<file path="src/rtl/mem_copier_pkg.sv">
// Shared definitions for the memory block copier: FSM encoding and transfer modes.
package mem_copier_pkg;

    typedef enum logic [2:0] {
        StIdle,
        StReq,
        StRd,
        StWr,
        StFin
    } state_e;

    localparam logic ModeCopy = 1'b0;
    localparam logic ModeFill = 1'b1;

endpackage

</file>
<file path="src/rtl/mem_copier.sv">
// Memory-bus initiator that copies a block of words (src -> dst) or fills a
// block with a constant pattern. Copy alternates read/write cycles; fill issues
// one write per cycle. Bus ownership is requested through an external arbiter.
module mem_copier
    import mem_copier_pkg::*;
#(
    parameter int unsigned WIDTH = 32,
    parameter int unsigned LEN_W = 16
) (
    input  logic             clk,
    input  logic             reset,
    input  logic             start,
    input  logic             mode,
    input  logic [31:0]      src,
    input  logic [31:0]      dst,
    input  logic [LEN_W-1:0] len,
    input  logic [WIDTH-1:0] pattern,
    output logic             busy,
    output logic             done,
    output logic             bus_req,
    input  logic             bus_gnt,
    output logic [31:0]      mem_addr,
    output logic [WIDTH-1:0] mem_wdata,
    output logic             mem_wen,
    input  logic [WIDTH-1:0] mem_rdata
);

    state_e             state_q, state_d;
    logic               mode_q, mode_d;
    logic [31:0]        src_q, src_d;
    logic [31:0]        dst_q, dst_d;
    logic [LEN_W-1:0]   count_q, count_d;
    logic [WIDTH-1:0]   pattern_q, pattern_d;

    logic               busy_q, busy_d;
    logic               done_q, done_d;
    logic               bus_req_q, bus_req_d;
    logic               mem_wen_q, mem_wen_d;
    logic [31:0]        mem_addr_q, mem_addr_d;

    // Next-state and transfer bookkeeping.
    always_comb begin
        state_d   = state_q;
        mode_d    = mode_q;
        src_d     = src_q;
        dst_d     = dst_q;
        count_d   = count_q;
        pattern_d = pattern_q;

        case (state_q)
            StIdle: begin
                if (start) begin
                    if (len != '0) begin
                        mode_d    = mode;
                        src_d     = src;
                        dst_d     = dst;
                        count_d   = len;
                        pattern_d = pattern;
                        state_d   = StReq;
                    end else begin
                        // Empty transfer: complete without touching the bus.
                        state_d = StFin;
                    end
                end
            end
            StReq: begin
                if (bus_gnt) begin
                    state_d = (mode_q == ModeFill) ? StWr : StRd;
                end
            end
            StRd: begin
                state_d = StWr;
            end
            StWr: begin
                src_d   = src_q + 32'd1;
                dst_d   = dst_q + 32'd1;
                count_d = count_q - LEN_W'(1);
                if (count_q == LEN_W'(1)) begin
                    state_d = StFin;
                end else begin
                    state_d = (mode_q == ModeFill) ? StWr : StRd;
                end
            end
            StFin: begin
                state_d = StIdle;
            end
            default: begin
                state_d = StIdle;
            end
        endcase
    end

    // Registered outputs are decoded from the next state so they line up with it.
    always_comb begin
        busy_d     = 1'b0;
        done_d     = 1'b0;
        bus_req_d  = 1'b0;
        mem_wen_d  = 1'b0;
        mem_addr_d = '0;
        case (state_d)
            StReq: begin
                busy_d    = 1'b1;
                bus_req_d = 1'b1;
            end
            StRd: begin
                busy_d     = 1'b1;
                bus_req_d  = 1'b1;
                mem_addr_d = src_d;
            end
            StWr: begin
                busy_d     = 1'b1;
                bus_req_d  = 1'b1;
                mem_wen_d  = 1'b1;
                mem_addr_d = dst_d;
            end
            StFin: begin
                done_d = 1'b1;
            end
            default: begin
                busy_d = 1'b0;
            end
        endcase
    end

    // Write data: read data arrives during the write cycle, so copy passes it through.
    always_comb begin
        mem_wdata = '0;
        if (state_q == StWr) begin
            mem_wdata = (mode_q == ModeFill) ? pattern_q : mem_rdata;
        end
    end

    // State and output registers with synchronous reset.
    always_ff @(posedge clk) begin
        if (reset) begin
            state_q    <= StIdle;
            mode_q     <= ModeCopy;
            src_q      <= '0;
            dst_q      <= '0;
            count_q    <= '0;
            pattern_q  <= '0;
            busy_q     <= 1'b0;
            done_q     <= 1'b0;
            bus_req_q  <= 1'b0;
            mem_wen_q  <= 1'b0;
            mem_addr_q <= '0;
        end else begin
            state_q    <= state_d;
            mode_q     <= mode_d;
            src_q      <= src_d;
            dst_q      <= dst_d;
            count_q    <= count_d;
            pattern_q  <= pattern_d;
            busy_q     <= busy_d;
            done_q     <= done_d;
            bus_req_q  <= bus_req_d;
            mem_wen_q  <= mem_wen_d;
            mem_addr_q <= mem_addr_d;
        end
    end

    assign busy     = busy_q;
    assign done     = done_q;
    assign bus_req  = bus_req_q;
    assign mem_wen  = mem_wen_q;
    assign mem_addr = mem_addr_q;

endmodule

</file>
<file path="config.mk">
export PLATFORM = sky130hd
export DESIGN_NAME = mem_copier
export DESIGN_NICKNAME = d
export VERILOG_FILES = /design/src/rtl/mem_copier_pkg.sv /design/src/rtl/mem_copier.sv
export SDC_FILE = /design/constraint.sdc
export NUM_CORES = 1
export LEC_CHECK = 0
export ABC_AREA = 1
export BUFFER_PORTS_ARGS = -buffer_cell sky130_fd_sc_hd__buf_4
export CAP_MARGIN = 20
export CELL_PAD_IN_SITES_DETAIL_PLACEMENT = 0
export CELL_PAD_IN_SITES_GLOBAL_PLACEMENT = 2
export CORE_MARGIN = 3
export CORE_UTILIZATION = 25
export CTS_CLUSTER_SIZE = 40
export DETAILED_ROUTE_END_ITERATION = 12
export PLACE_DENSITY = 0.76
export SKIP_CTS_REPAIR_TIMING = 1
export SLEW_MARGIN = 40
export SYNTH_ARGS = -nofsm -noshare
export SYNTH_HDL_FRONTEND = slang
export SYNTH_SLANG_ARGS = --single-unit
</file>
<file path="constraint.sdc">
create_clock -name clk -period 1.7 [get_ports clk]
set_input_delay 0.17 -clock clk [delete_from_list [all_inputs] [get_ports clk]]
set_output_delay 0.17 -clock clk [all_outputs]
set_load 0.01 [all_outputs]
</file>
# --- Yosys cells after proc, flatten, opt, wreduce, memory -nomap -nowiden ---
# Cells that the tools add are included.
op_classes:
  n_eq_ne: 10
  reduce_logical: 6
  mux: 21
  add_sub_neg: 3
op_table:
  columns: ["operator", "n"]
  rows:
  - ["$mux W32", 6]
  - ["$pmux W32 S2", 3]
  - ["$add A32 B1 Y32 const B", 2]
  - ["$mux W16", 2]
  - ["$pmux W16 S2", 1]
  - ["$eq A16 B1 Y1 const B", 1]
  - ["$reduce_bool A16 Y1", 1]
  - ["$sub A16 B1 Y16 const B", 1]
  - ["$eq A3 B2 Y1 const B", 4]
  - ["$mux W3", 4]
  - ["$pmux W3 S4", 1]
  - ["$eq A3 B1 Y1 const B", 2]
  - ["$reduce_and A3 Y1", 2]
  - ["$mux W1", 4]
  - ["$ne A2 B2 Y1 const B", 2]
  - ["$eq A3 B3 Y1 const B", 1]
  - ["$logic_not A3 Y1", 1]
  - ["$reduce_or A3 Y1", 1]
  - ["$reduce_bool A2 Y1", 1]
totals:
  register_bits: 151
  in_bits: 149
  out_inout_bits: 68
  word_cells: 50

# --- Depth between registers and ports, before layout ---
logic_depth:
  word_depth: 7
  depth_mapped: 13
  mapped_depth_nobuf: 12

# --- Worst setup path after synthesis ---
# No wires, ideal clock.
synth_timing:
  kind: "register to register"
  from: "register state_q[0]"
  to: "register mem_addr_q[23] (netlist: mem_addr[23])"
  synth_period_minus_slack_ps: 1676
  setup_slack_ps: 24
  path_buffers: 1
  required_ps: 1587
  stages_incl_launch_ff: 12
  arrival_time_ps: 1564
  setup_ps: 113
  path_cell_list: "dfxtp_1 -> nor3_4 -> inv_2 -> nor2_4 -> nand2_4 -> nand2_2 -> buf_2 -> nand2_1 -> nand2_1 -> nand2_1 -> nand2_1 -> nand2_1"
synth_via:
  elab_chain_len: 4
  word_cells_on_any_way: 12
  classes_between: "eq/ne (5); mux (6); reduce/logical (1)"
synth_rtl:
  columns: ["item", "line_no", "text"]
  rows:
  - ["from (decl)", "mem_copier.sv:28", "state_e state_q, state_d;"]
  - ["from (signal assigned)", "mem_copier.sv:136", "state_q <= StIdle;"]
  - ["from (signal assigned)", "mem_copier.sv:148", "state_q <= state_d;"]
  - ["$eq A3 B2 Y1, or another cell as far along", "mem_copier.sv:50", "case (state_q)"]
  - ["$pmux W3 S4", "mem_copier.sv:50", null]
  - ["$eq A3 B2 Y1", "mem_copier.sv:100", "case (state_d)"]
  - ["$pmux W32 S2 (*)", "mem_copier.sv:100", null]
  - ["to (signal assigned)", "mem_copier.sv:158", "mem_addr_q <= mem_addr_d;"]
  - ["to (decl)", "mem_copier.sv:39", "logic [31:0] mem_addr_q, mem_addr_d;"]
# Every way passes the cells marked *; elsewhere a longest branch is shown, timed or not.
# A chain may end at the register's enable or synchronous reset.

# --- Worst setup path after layout ---
layout_timing:
  from: "register state_q[2]"
  to: "register mem_addr_q[4] (netlist: mem_addr[4])"
# The elaborated chain is that of the path after synthesis.

==> results.txt <==
----------------------------------------------------
[STA]
  Max Clock Skew ... 14.28 ps
  Slew at the pin with the worst max-slew slack ... 335.5 ps
  Fin Hold WS ... -20.94 ps
  Number of endpoints with negative hold slack in the final report ... 12
  Peak Freq ... 548.2 MHz
  # setup viols final ... 84
  Unrepaired setup endpoints after global routing ... yes
  Post-layout minimum cycle time ... 1824 ps
  Final period utilization ... 1.073
  Post-route setup slack ... -124.0 ps
  Worst slew slack as a fraction of its limit ... 0.7763
  Final number of max-transition violations ... 0

[Power and ir drop]
  Reported net switching power ... 0.004863 W
  IR Drop Worst-Case VDD ... 0.8405 mV
  Int Pwr ... 0.008069 W
  Part of the total power dissipated in combinational logic ... 0.367
  Switching part of the total power ... 0.3760
  Pwr dens ... 850.7 nW/um^2
  Clk pwr share ... 0.291
  Static power due to leakage ... 7.691 nW
  Reg power frac ... 0.342

[Global route]
  Pin count of the biggest net entering global routing ... 47
  Number of global-route vias before repair ... 11420
  All-Layer GR Usage ... 0.2090
  Antenna violations before repair ... 1
  Global-route wire length before repair ... 67.06 mm
  Total grt overflow ... 0

[Run]
  Max-cap violations ... 0

[Yosys]
  Commonest cells post-synth ... nand2_1 (568), nand3_1 (250), inv_1 (227)
  Seq cells post-synth ... 151
  Summed instance area of the synthesized netlist ... 9746 sq um
  Top cell type by total area after synthesis ... dfxtp_1
  Total of warnings raised by yosys ... 0
  Number of nets in the synthesized netlist ... 1865
  Synth top area cells ... dfxtp_1 (31%), nand2_1 (22%), nand3_1 (13%)
  Proportion of register bits with asynchronous set or reset after synthesis ... 0
  Syn avg cell area ... 5.693 sq um
  Synthesized instance count ... 1712
  Number of synthesized flops with an enable pin ... 0
  Number of distinct standard cells referenced by the synthesized netlist ... 34
  Library cell with the highest instance count after synthesis ... nand2_1
  Fraction of synthesized cell area taken by the top area cell type ... 0.3102
  Predominant post-synthesis flop cell ... dfxtp_1
  Register area share after synthesis ... 0.3102

[Place]
  Place WS ... -473.6 ps
  Estimated wirelength of the detail-placed design ... 34.59 mm
  Quantity of I/O buffers inserted on ports ... 216
  Gpl congestion ... 0.9322
  Placement Cell Area ... 13520 sq um

[Clock tree]
  Number of levels in the clock H-tree ... 4
  Insertion delay to the later sink of the worst-skew pair ... 450 ps
  Maximum buffer depth of the clock tree ... 2
  TritonCTS Buffers ... 17
  TritonCTS Sinks ... 151
  Clock Root Buffer ... clkbuf_16
  TritonCTS clock tree ... done
  Register clock-pin slew on the reported worst setup and hold paths ... 80 ps

[Floorplanning]
  Full die area ... 41390 sq um
  Top-Level Pins ... 217
  Num rows ... 71
  Area of the core ... 38020 sq um
  Initial standard-cell utilization of the core ... 0.2563
  Width of the die ... 203.4 um
  Die outline height ... 203.4 um

[Cells and area]
  Diodes inserted ... 0
  Post-Route Utilization ... 0.3998
  Share of layout cells above drive strength 1 ... 0.3118
  Final net count ... 2279
  Layout-stage area growth over the synthesis result ... 55.99%
  Post-route design area ... 15200 sq um

[Setup path]
  Worst R2R Setup Slack ... -120 ps
  Data required time of the worst path ... 2030 ps
  Worst R2R Start ... state_q[2]
  Cell depth of the worst flop-to-flop path ... 11
  Crit path capture type ... flip-flop
  Worst reg2reg path endpoint ... mem_addr[4]
  Arrival time of data at the critical path endpoint ... 2160 ps
  Crit path max fanout ... 6
  Crit Path Class ... flip-flop to flip-flop
  Element type at the critical path start ... flip-flop

[Drt]
  Via count ... 12260
  Iteration-0 DRC Markers ... 805
  Routed len/inst ... 17.25 um
  Vias per inst ... 4.627
  Initial DRT Pass Iterations ... 8
  Number of nets still failing antenna checks after routing ... 0
  DRC Markers ... 0
  Detailed Route WL ... 45.72 mm

[Worst hold path]
  Hold Path Origin ... pattern[6]
  Worst Hold Path Cells ... 3
  End point of the most critical hold path ... pattern_q[6]
  Type of the tightest min-delay check ... input pin to flip-flop

[Run status]
  Run status ... finished with violations
  Violations in the final reports ... hold timing, setup timing

----------------------------------------------------
==> metal layers <==
layer,vias to the layer above,track usage,wire [um]
met1,5612,0.2958,21980
met4,2,0.05506,927
li1,6236,-,-
met3,43,0.03687,2713
met5,-,0,13
met2,369,0.3287,20090
==> power by group through the flow <==
stage          logic (W)  clock network, W  registers (W)
3_3_place_gp     0.00414                 0        0.00444
3_5_place_dp     0.00416                 0        0.00444
4_1_cts          0.00418           0.00386        0.00437
5_1_grt          0.00524           0.00403        0.00448
2_1_floorplan    0.00211                 0        0.00439
6_report         0.00474           0.00376        0.00443
==> area by class of cell <==
class | instances | area, sq um
Clock buffer | 19 | 442.9
Clock inverter | 13 | 112.6
Fill cell | 4182 | 22820
Inverter | 232 | 894.6
Multi-Input combinational cell | 1252 | 6041
Sequential cell | 151 | 3065
Tap cell | 511 | 639.4
Timing Repair Buffer | 472 | 4006
==> state kept, by name, summed over array words and instances (netlist names) <==
name / count
done: 1
state_q: 3
mode_q: 1
dst_q: 32
bus_req: 1
mem_addr: 32
count_q: 16
pattern_q: 32
src_q: 32
mem_wen: 1
==> worst max-delay path, stage by stage (launching register included) <==
cell       delay (ps)
dfxtp_2           350
nor3_4            220
inv_2             100
nor2_4            150
nand2_4           120
nand3_2           110
buf_4             120
nor2_4             40
buf_12            130
clkbuf_16         170
nand3_4           120
nand2_1            60
==> placed cells by master, fill, tap and decap left out, types with 8 or more instances in the layout <==
cell type and instances:
nand2_1 529, buf_4 416, nand3_1 217, inv_1 213, nor2_1 164, dfxtp_1 123, o21ai_0 87, a21oi_1 33
nand2_2 32, nand3_2 29, nor2_2 28, a31oi_1 28, dfxtp_2 25, clkbuf_16 22, buf_6 20, buf_12 19
o21ai_1 16, nand4_1 13, inv_2 12, nand3b_1 12, nand2_4 9, nor2_4 8, and2_1 8, dlygate4sd3_1 8
==> metrics by stage <==
step | TNS (ps) | total power, W | std cells | hold slack (ps)
global route | -12820 | 0.01374 | 2650 | 0.1098
global placement | -23260 | 0.008583 | 2590 | 419.1
detailed placement | -22910 | 0.008601 | 2590 | 430.5
CTS | -27830 | 0.01241 | 2622 | -33.54
finish | -3453 | 0.01293 | 2650 | -20.94
floorplan | 0 | 0.006503 | 1712 | 330.9
==> kinds of logic after synthesis <==
| family | share of synthesized area |
|---|---|
| and+or+nand+nor | 0.4567 |
| DFF | 0.3102 |
| AOI/OAI and AO/OA | 0.1007 |
| buffers and inverters | 0.1247 |
| adders and majority gates | 0.005136 |
| xor gates and xnor gates | 0.002697 |
==> worst max-delay path by stage <==
stage | start | end | slack, ps | cells after the start
finish | state_q[2] | mem_addr[4] | -120 | 11
global route | count_q[1] | mem_addr[4] | -170 | 13
CTS | state_q[1] | mem_wdata[26] | -480 | 6
detailed placement | len[15] | mem_addr[4] | -470 | 12
global placement | len[15] | mem_addr[4] | -490 | 12
floorplan | state_q[0] | mem_addr[23] | 20 | 11
(Power assumes the default switching activity.)
